File: config.mk
export PLATFORM = sky130hd
export DESIGN_NAME = gmii_rx_framer
export DESIGN_NICKNAME = d
export VERILOG_FILES = /design/src/rtl/gmii_rx_framer.sv
export SDC_FILE = /design/constraint.sdc
export NUM_CORES = 1
export LEC_CHECK = 0
export ABC_AREA = 1
export CORE_ASPECT_RATIO = 0.7
export CORE_UTILIZATION = 40
export CTS_CLUSTER_DIAMETER = 50
export DETAILED_ROUTE_END_ITERATION = 8
export SLEW_MARGIN = 10
export SYNTH_ARGS = -nofsm -noshare
export SYNTH_HDL_FRONTEND = slang
export SYNTH_SLANG_ARGS = --single-unit
File: constraint.sdc
create_clock -name clk_125mhz -period 1.7 [get_ports clk_125mhz]
set_clock_uncertainty 0.05 [all_clocks]
set_input_delay 0.51 -clock clk_125mhz [delete_from_list [all_inputs] [get_ports clk_125mhz]]
set_output_delay 0.51 -clock clk_125mhz [all_outputs]
set_load 0.02 [all_outputs]
File: src/rtl/gmii_rx_framer.sv
// GMII receive framer: strips preamble/SFD, checks CRC-32 and length, drops the FCS,
// and emits payload bytes with sop/eop/err markers.
module gmii_rx_framer #(
    parameter int MIN_LEN = 60,
    parameter int MAX_LEN = 1514,
    parameter int MAX_PRE = 15
) (
    input  logic       clk_125mhz,
    input  logic       rst_n,
    input  logic [7:0] gmii_rxd,
    input  logic       gmii_rx_dv,
    input  logic       gmii_rx_err,
    output logic [7:0] rx_data,
    output logic       rx_vld,
    output logic       rx_sop,
    output logic       rx_eop,
    output logic       rx_err
);

    localparam int              PCW         = $clog2(MAX_PRE + 2);
    localparam logic [PCW-1:0]  PRE_LIM     = PCW'(MAX_PRE);
    localparam logic [31:0]     CRC_POLY    = 32'hEDB8_8320;
    localparam logic [31:0]     CRC_RESIDUE = 32'hDEBB_20E3;
    localparam logic [13:0]     CNT_MAX     = 14'h3FFF;
    localparam logic [13:0]     LEN_LO      = 14'(MIN_LEN + 4);
    localparam logic [13:0]     LEN_HI      = 14'(MAX_LEN + 4);
    localparam logic [7:0]      PRE_BYTE    = 8'h55;
    localparam logic [7:0]      SFD_BYTE    = 8'hD5;

    typedef enum logic [1:0] {S_IDLE, S_PRE, S_DATA, S_DROP} state_t;

    function automatic logic [31:0] crc32_byte(input logic [31:0] c, input logic [7:0] d);
        logic [31:0] r;
        r = c ^ {24'd0, d};
        for (int i = 0; i < 8; i++)
            r = r[0] ? ((r >> 1) ^ CRC_POLY) : (r >> 1);
        return r;
    endfunction

    function automatic logic [13:0] sat_inc(input logic [13:0] v);
        return (v == CNT_MAX) ? v : v + 14'd1;
    endfunction

    state_t           r_state;
    state_t           w_next;
    logic [PCW-1:0]   r_pre_cnt;
    logic [PCW-1:0]   w_pre_inc;
    logic             w_pre_start;
    logic             w_pre_more;
    logic             w_sfd;
    logic             w_take;
    logic             w_eof;
    logic [3:0][7:0]  r_s;
    logic [2:0]       r_fill;
    logic [7:0]       r_pend;
    logic             r_pend_vld;
    logic             r_first;
    logic [31:0]      r_crc;
    logic [13:0]      r_cnt;
    logic             r_err;

    assign w_pre_inc = r_pre_cnt + PCW'(1);
    assign w_take    = (r_state == S_DATA) && gmii_rx_dv;
    assign w_eof     = (r_state == S_DATA) && !gmii_rx_dv;

    always_comb begin
        w_next      = r_state;
        w_pre_start = 1'b0;
        w_pre_more  = 1'b0;
        w_sfd       = 1'b0;
        case (r_state)
            S_IDLE: begin
                if (gmii_rx_dv) begin
                    if (gmii_rxd == PRE_BYTE) begin
                        w_next      = S_PRE;
                        w_pre_start = 1'b1;
                    end else if (gmii_rxd == SFD_BYTE) begin
                        w_next = S_DATA;
                        w_sfd  = 1'b1;
                    end else begin
                        w_next = S_DROP;
                    end
                end
            end
            S_PRE: begin
                if (!gmii_rx_dv) begin
                    w_next = S_IDLE;
                end else if (gmii_rxd == PRE_BYTE) begin
                    if (w_pre_inc > PRE_LIM) w_next = S_DROP;
                    else                     w_pre_more = 1'b1;
                end else if (gmii_rxd == SFD_BYTE) begin
                    w_next = S_DATA;
                    w_sfd  = 1'b1;
                end else begin
                    w_next = S_DROP;
                end
            end
            S_DATA: if (!gmii_rx_dv) w_next = S_IDLE;
            S_DROP: if (!gmii_rx_dv) w_next = S_IDLE;
            default: w_next = S_IDLE;
        endcase
    end

    always_ff @(posedge clk_125mhz or negedge rst_n) begin
        if (!rst_n) begin
            r_state    <= S_IDLE;
            r_pre_cnt  <= '0;
            r_s        <= '0;
            r_fill     <= '0;
            r_pend     <= '0;
            r_pend_vld <= 1'b0;
            r_first    <= 1'b0;
            r_crc      <= '0;
            r_cnt      <= '0;
            r_err      <= 1'b0;
            rx_data    <= '0;
            rx_vld     <= 1'b0;
            rx_sop     <= 1'b0;
            rx_eop     <= 1'b0;
            rx_err     <= 1'b0;
        end else begin
            r_state <= w_next;
            rx_vld  <= 1'b0;
            rx_sop  <= 1'b0;
            rx_eop  <= 1'b0;
            rx_err  <= 1'b0;
            if (w_pre_start)     r_pre_cnt <= PCW'(1);
            else if (w_pre_more) r_pre_cnt <= w_pre_inc;

            if (w_sfd) begin
                r_fill     <= '0;
                r_pend_vld <= 1'b0;
                r_first    <= 1'b1;
                r_crc      <= 32'hFFFF_FFFF;
                r_cnt      <= '0;
                r_err      <= 1'b0;
            end else if (w_take) begin
                // Four-byte delay line plus pending byte keeps the FCS from ever reaching the output
                if (r_pend_vld) begin
                    rx_data <= r_pend;
                    rx_vld  <= 1'b1;
                    rx_sop  <= r_first;
                    r_first <= 1'b0;
                end
                r_pend     <= r_s[3];
                r_pend_vld <= (r_fill == 3'd4);
                r_s        <= {r_s[2:0], gmii_rxd};
                if (r_fill != 3'd4) r_fill <= r_fill + 3'd1;
                r_crc      <= crc32_byte(r_crc, gmii_rxd);
                r_cnt      <= sat_inc(r_cnt);
                r_err      <= r_err | gmii_rx_err;
            end else if (w_eof) begin
                if (r_pend_vld) begin
                    rx_data <= r_pend;
                    rx_vld  <= 1'b1;
                    rx_sop  <= r_first;
                    rx_eop  <= 1'b1;
                    rx_err  <= r_err | (r_crc != CRC_RESIDUE) | (r_cnt < LEN_LO) | (r_cnt > LEN_HI);
                end
                r_first    <= 1'b0;
                r_pend_vld <= 1'b0;
                r_fill     <= '0;
            end
        end
    end

endmodule
==> flow_summary.toml <==
[global_routing]
globalRouteMet2Util_pct = 32.6
overflow = 0
grt_max_degree = 46
met3_routing_resource_usage_after_global_routing_pct = 3.82
number_of_antenna_violations_at_the_first_check_in_global_routing = 0
grt_met1_usage_pct = 31.6
grt_first_pass_wirelength_um = 26400
grt_util_all_layers_pct = 21.7
grt_pass1_vias = 5308
global_route.peak_usage_layer = "met2"

[status]
violations_in_the_final_reports = "setup timing"
status = "finished with violations"

[synth]
postSynthRegisterBits = 111
synth_edf_count = 0
post_synth_inst_count = 796
netlist_area_mm2 = 0.00595
syn-mean-instance-area_um2 = 7.47
synth-main-ff-cell = "dfrtp_1"
yosys.cell_types.count = 35
async_set_or_reset_register_ratio_after_synthesis_pct = 100
synthesis.nets = 813
fraction_of_the_yosys_area_taken_by_sequential_cells_pct = 46.7
synth_warnings = 0

[sta]
final.setup.tns_ns = -0.0427
clock.fmax_ghz = 0.582
setup_repair_after_global_routing_missed_its_margin = "yes"
time_the_final_worst_path_needs_with_i_o_delays_and_setup_ns = 1.72
timing_max_transition_violations_final = 0
final_hold_violations = 0
post-route-worst-setup-slack_ns = -0.0188
worst_slew_margin_rel_pct = 78.2
tightest_slew_ns = 0.327
fraction_of_the_cycle_the_final_worst_path_needs_pct = 101
whs_ns = 0.415
final_setup_viols = 7

[floorplanning]
die_height_um = 104
coreArea_mm2 = 0.0142
initial_core_util_pct = 41.8
design.portCount = 24
floorplan.die_area_mm2 = 0.0154
fp.dieW_um = 148
rows = 36

[detailed_routing]
routedWlPerCell_um = 15.0
postRouteAntennaNets = 0
detailroute.via_count = 5646
starting_drt_drc_count = 443
route.detailed.vias_per_inst = 5.05
drtPass1Iterations = 5
route.detailed.drc = 0
detail_route.wirelength_um = 16800

[worst_setup_path]
cp.arrival_ns = 1.95
critPathMaxFanout = 9
crit_path_top_delay_cell = "dfrtp_1"
timing.critical_path.to_type = "flip-flop"
max_stage_delay_ns = 0.37
startpoint_type = "flip-flop"
worstReg2RegEnd = "r_cnt[11]"
critical_path_cell_list = "nand2_1, nor2_2, nand2_2, nor2_4, nand4_4, o21ai_4, buf_6, clkbuf_16, nand2_1, o21ai_1"
worst-r2r-setup-slack_ns = -0.02
critical_path.top_delay_family = "simple AND/OR/NAND/NOR gates"
timing.critical_path.buf_inv = 2
regToRegStartpoint = "r_cnt[4]"
crit_required_ns = 1.93
timing.setup.critical_path_class = "reg -> reg"
timing.critical_path.mode_cell = "nand2_1"
worstRegToRegCells = 10

[finish]
fillCellCount = 1323
multiInputGateArea_mm2 = 0.00317
area_delta_synth_final_pct = 35.5
num_antenna_cells = 0
instances_no_fill = 1119
layout.area.seq_mm2 = 0.00278
post_route_cells_drive_above_1_share_pct = 25.7
layout_common_cells = "275 x nand2_1, 110 x dfrtp_1, 95 x buf_4"
post_route_core_utilization_pct = 56.6
mostFrequentLayoutCell = "nand2_1"
design_area_mm2 = 0.00806
fin_nets = 941

[placed_design]
place.port_buffers = 23
place.detailed.instances = 1084
pre_cts_setup_slack_ns = -0.804
post_dp_cell_area_mm2 = 0.00712
place_congestion = 0.922
hpwl_um = 11700

[power]
power.switching_fraction_pct = 43.2
seq_power_share_pct = 31.4
comb_power_share_pct = 53.1
ratio_of_total_power_to_cell_area_mw_per_mm2 = 1730
totalPowerFinal_mw = 13.9
p_switching_mw = 6.01
pwr-share-clk_pct = 15.5
internal_power_mw = 7.92
static-leakage-power_nw = 4.10
power.ir.vdd_worst_v = 0.000856

[cts]
cts_root_buffer = "clkbuf_16"
clkSinkCount = 111
clock_tree.htree_level_count = 3
cts.clk_slew.worst_paths_ns = 0.08
bufs_on_longest_clock_path = 2
numCtsBuffers = 9
tritoncts = "done"
worstSkewPairLatency_ns = 0.36

[job]
max-cap-violations = 0

[worst_hold_path]
worstHoldEndpoint = "r_s[1]"
timing.hold.worst.start = "gmii_rxd[1]"
hold_path_class = "in -> reg"
min_delay_path_depth = 3
-- synthesized netlist by cell type (9+ instances only) --
| cell | n | area, um^2 |
|---|---|---|
| nand2_1 | 316 | 1190 |
| nor2_1 | 37 | 139 |
| o21ai_0 | 46 | 230 |
| a21oi_1 | 14 | 70.1 |
| xnor2_1 | 16 | 140 |
| nand3_1 | 48 | 240 |
| o22ai_1 | 9 | 56.3 |
| clkbuf_1 | 12 | 45.0 |
| inv_1 | 90 | 338 |
| dfrtp_1 | 111 | 2780 |
| o21ai_1 | 13 | 65.1 |
| xor2_1 | 31 | 272 |
-- cell families after synthesis --
| logic type | Yosys count | synth area share (%) |
|---|---|---|
| buf+inv | 112 | 7.47 |
| xor+xnor | 47 | 6.92 |
| flops | 111 | 46.7 |
| fa+ha+maj | 5 | 1.05 |
| simple gates | 432 | 29.7 |
| compound gates | 89 | 8.14 |
-- repair_timing --
item	CTS	global route
setup endpoints to repair	110	54
hold endpoints to repair	17	0
hold buffers	1	0
resized for setup	66	95
pin swaps	12	16
setup buffers	2	13
cloned	1	3
-- state kept, by name (all words and copies together), names as in the netlist, 2 cells and up --
register / count
r_state: 2
rx_data: 8
r_crc: 32
r_fill: 3
r_pre_cnt: 5
r_cnt: 14
r_pend: 8
r_s: 32
-- worst register-to-register path, stage by stage, from the launching register on --
cell and delay, ns:
dfrtp_1 0.37, nand2_1 0.11, nor2_2 0.14, nand2_2 0.11, nor2_4 0.16, nand4_4 0.10
o21ai_4 0.20, buf_6 0.14, clkbuf_16 0.14, nand2_1 0.05, o21ai_1 0.07
-- power by group through the flow --
stage / Sequential (mW) / Combinational, mW / Clock (mW)
6_report: 4.37 / 7.40 / 2.16
2_1_floorplan: 4.27 / 3.80 / 0
5_1_grt: 4.48 / 8.17 / 2.35
4_1_cts: 4.31 / 6.61 / 2.23
3_5_place_dp: 4.35 / 6.36 / 0
3_3_place_gp: 4.29 / 6.23 / 0
-- final cells by class --
class | instances | area share, %
clock inverters | 7 | 0.994
clock buffers | 9 | 2.80
multi-input cells | 573 | 39.3
well taps | 190 | 2.95
flip-flops and latches | 111 | 34.5
inverters | 92 | 4.29
repair buffers | 137 | 15.2
-- layer usage --
metal | share of wire, % | vias to the layer above
met5 | 0 | -
met4 | 2.5 | 0
met3 | 6.9 | 38
met2 | 44 | 203
met1 | 46 | 2661
li1 | - | 2744
-- worst max path at each step --
stage / from / end / slack [ns] / cells after the start
2_1_floorplan: gmii_rxd[7] / r_crc[29] / 0.003 / 10
3_5_place_dp: gmii_rxd[0] / r_state[0] / -0.80 / 10
6_report: r_cnt[4] / r_cnt[11] / -0.02 / 10
5_1_grt: gmii_rxd[5] / r_cnt[12] / -0.09 / 10
3_3_place_gp: gmii_rxd[0] / r_state[0] / -0.74 / 10
4_1_cts: gmii_rxd[1] / r_fill[2] / 0.0003 / 10
Note: power is estimated with default switching activity, not from simulation.
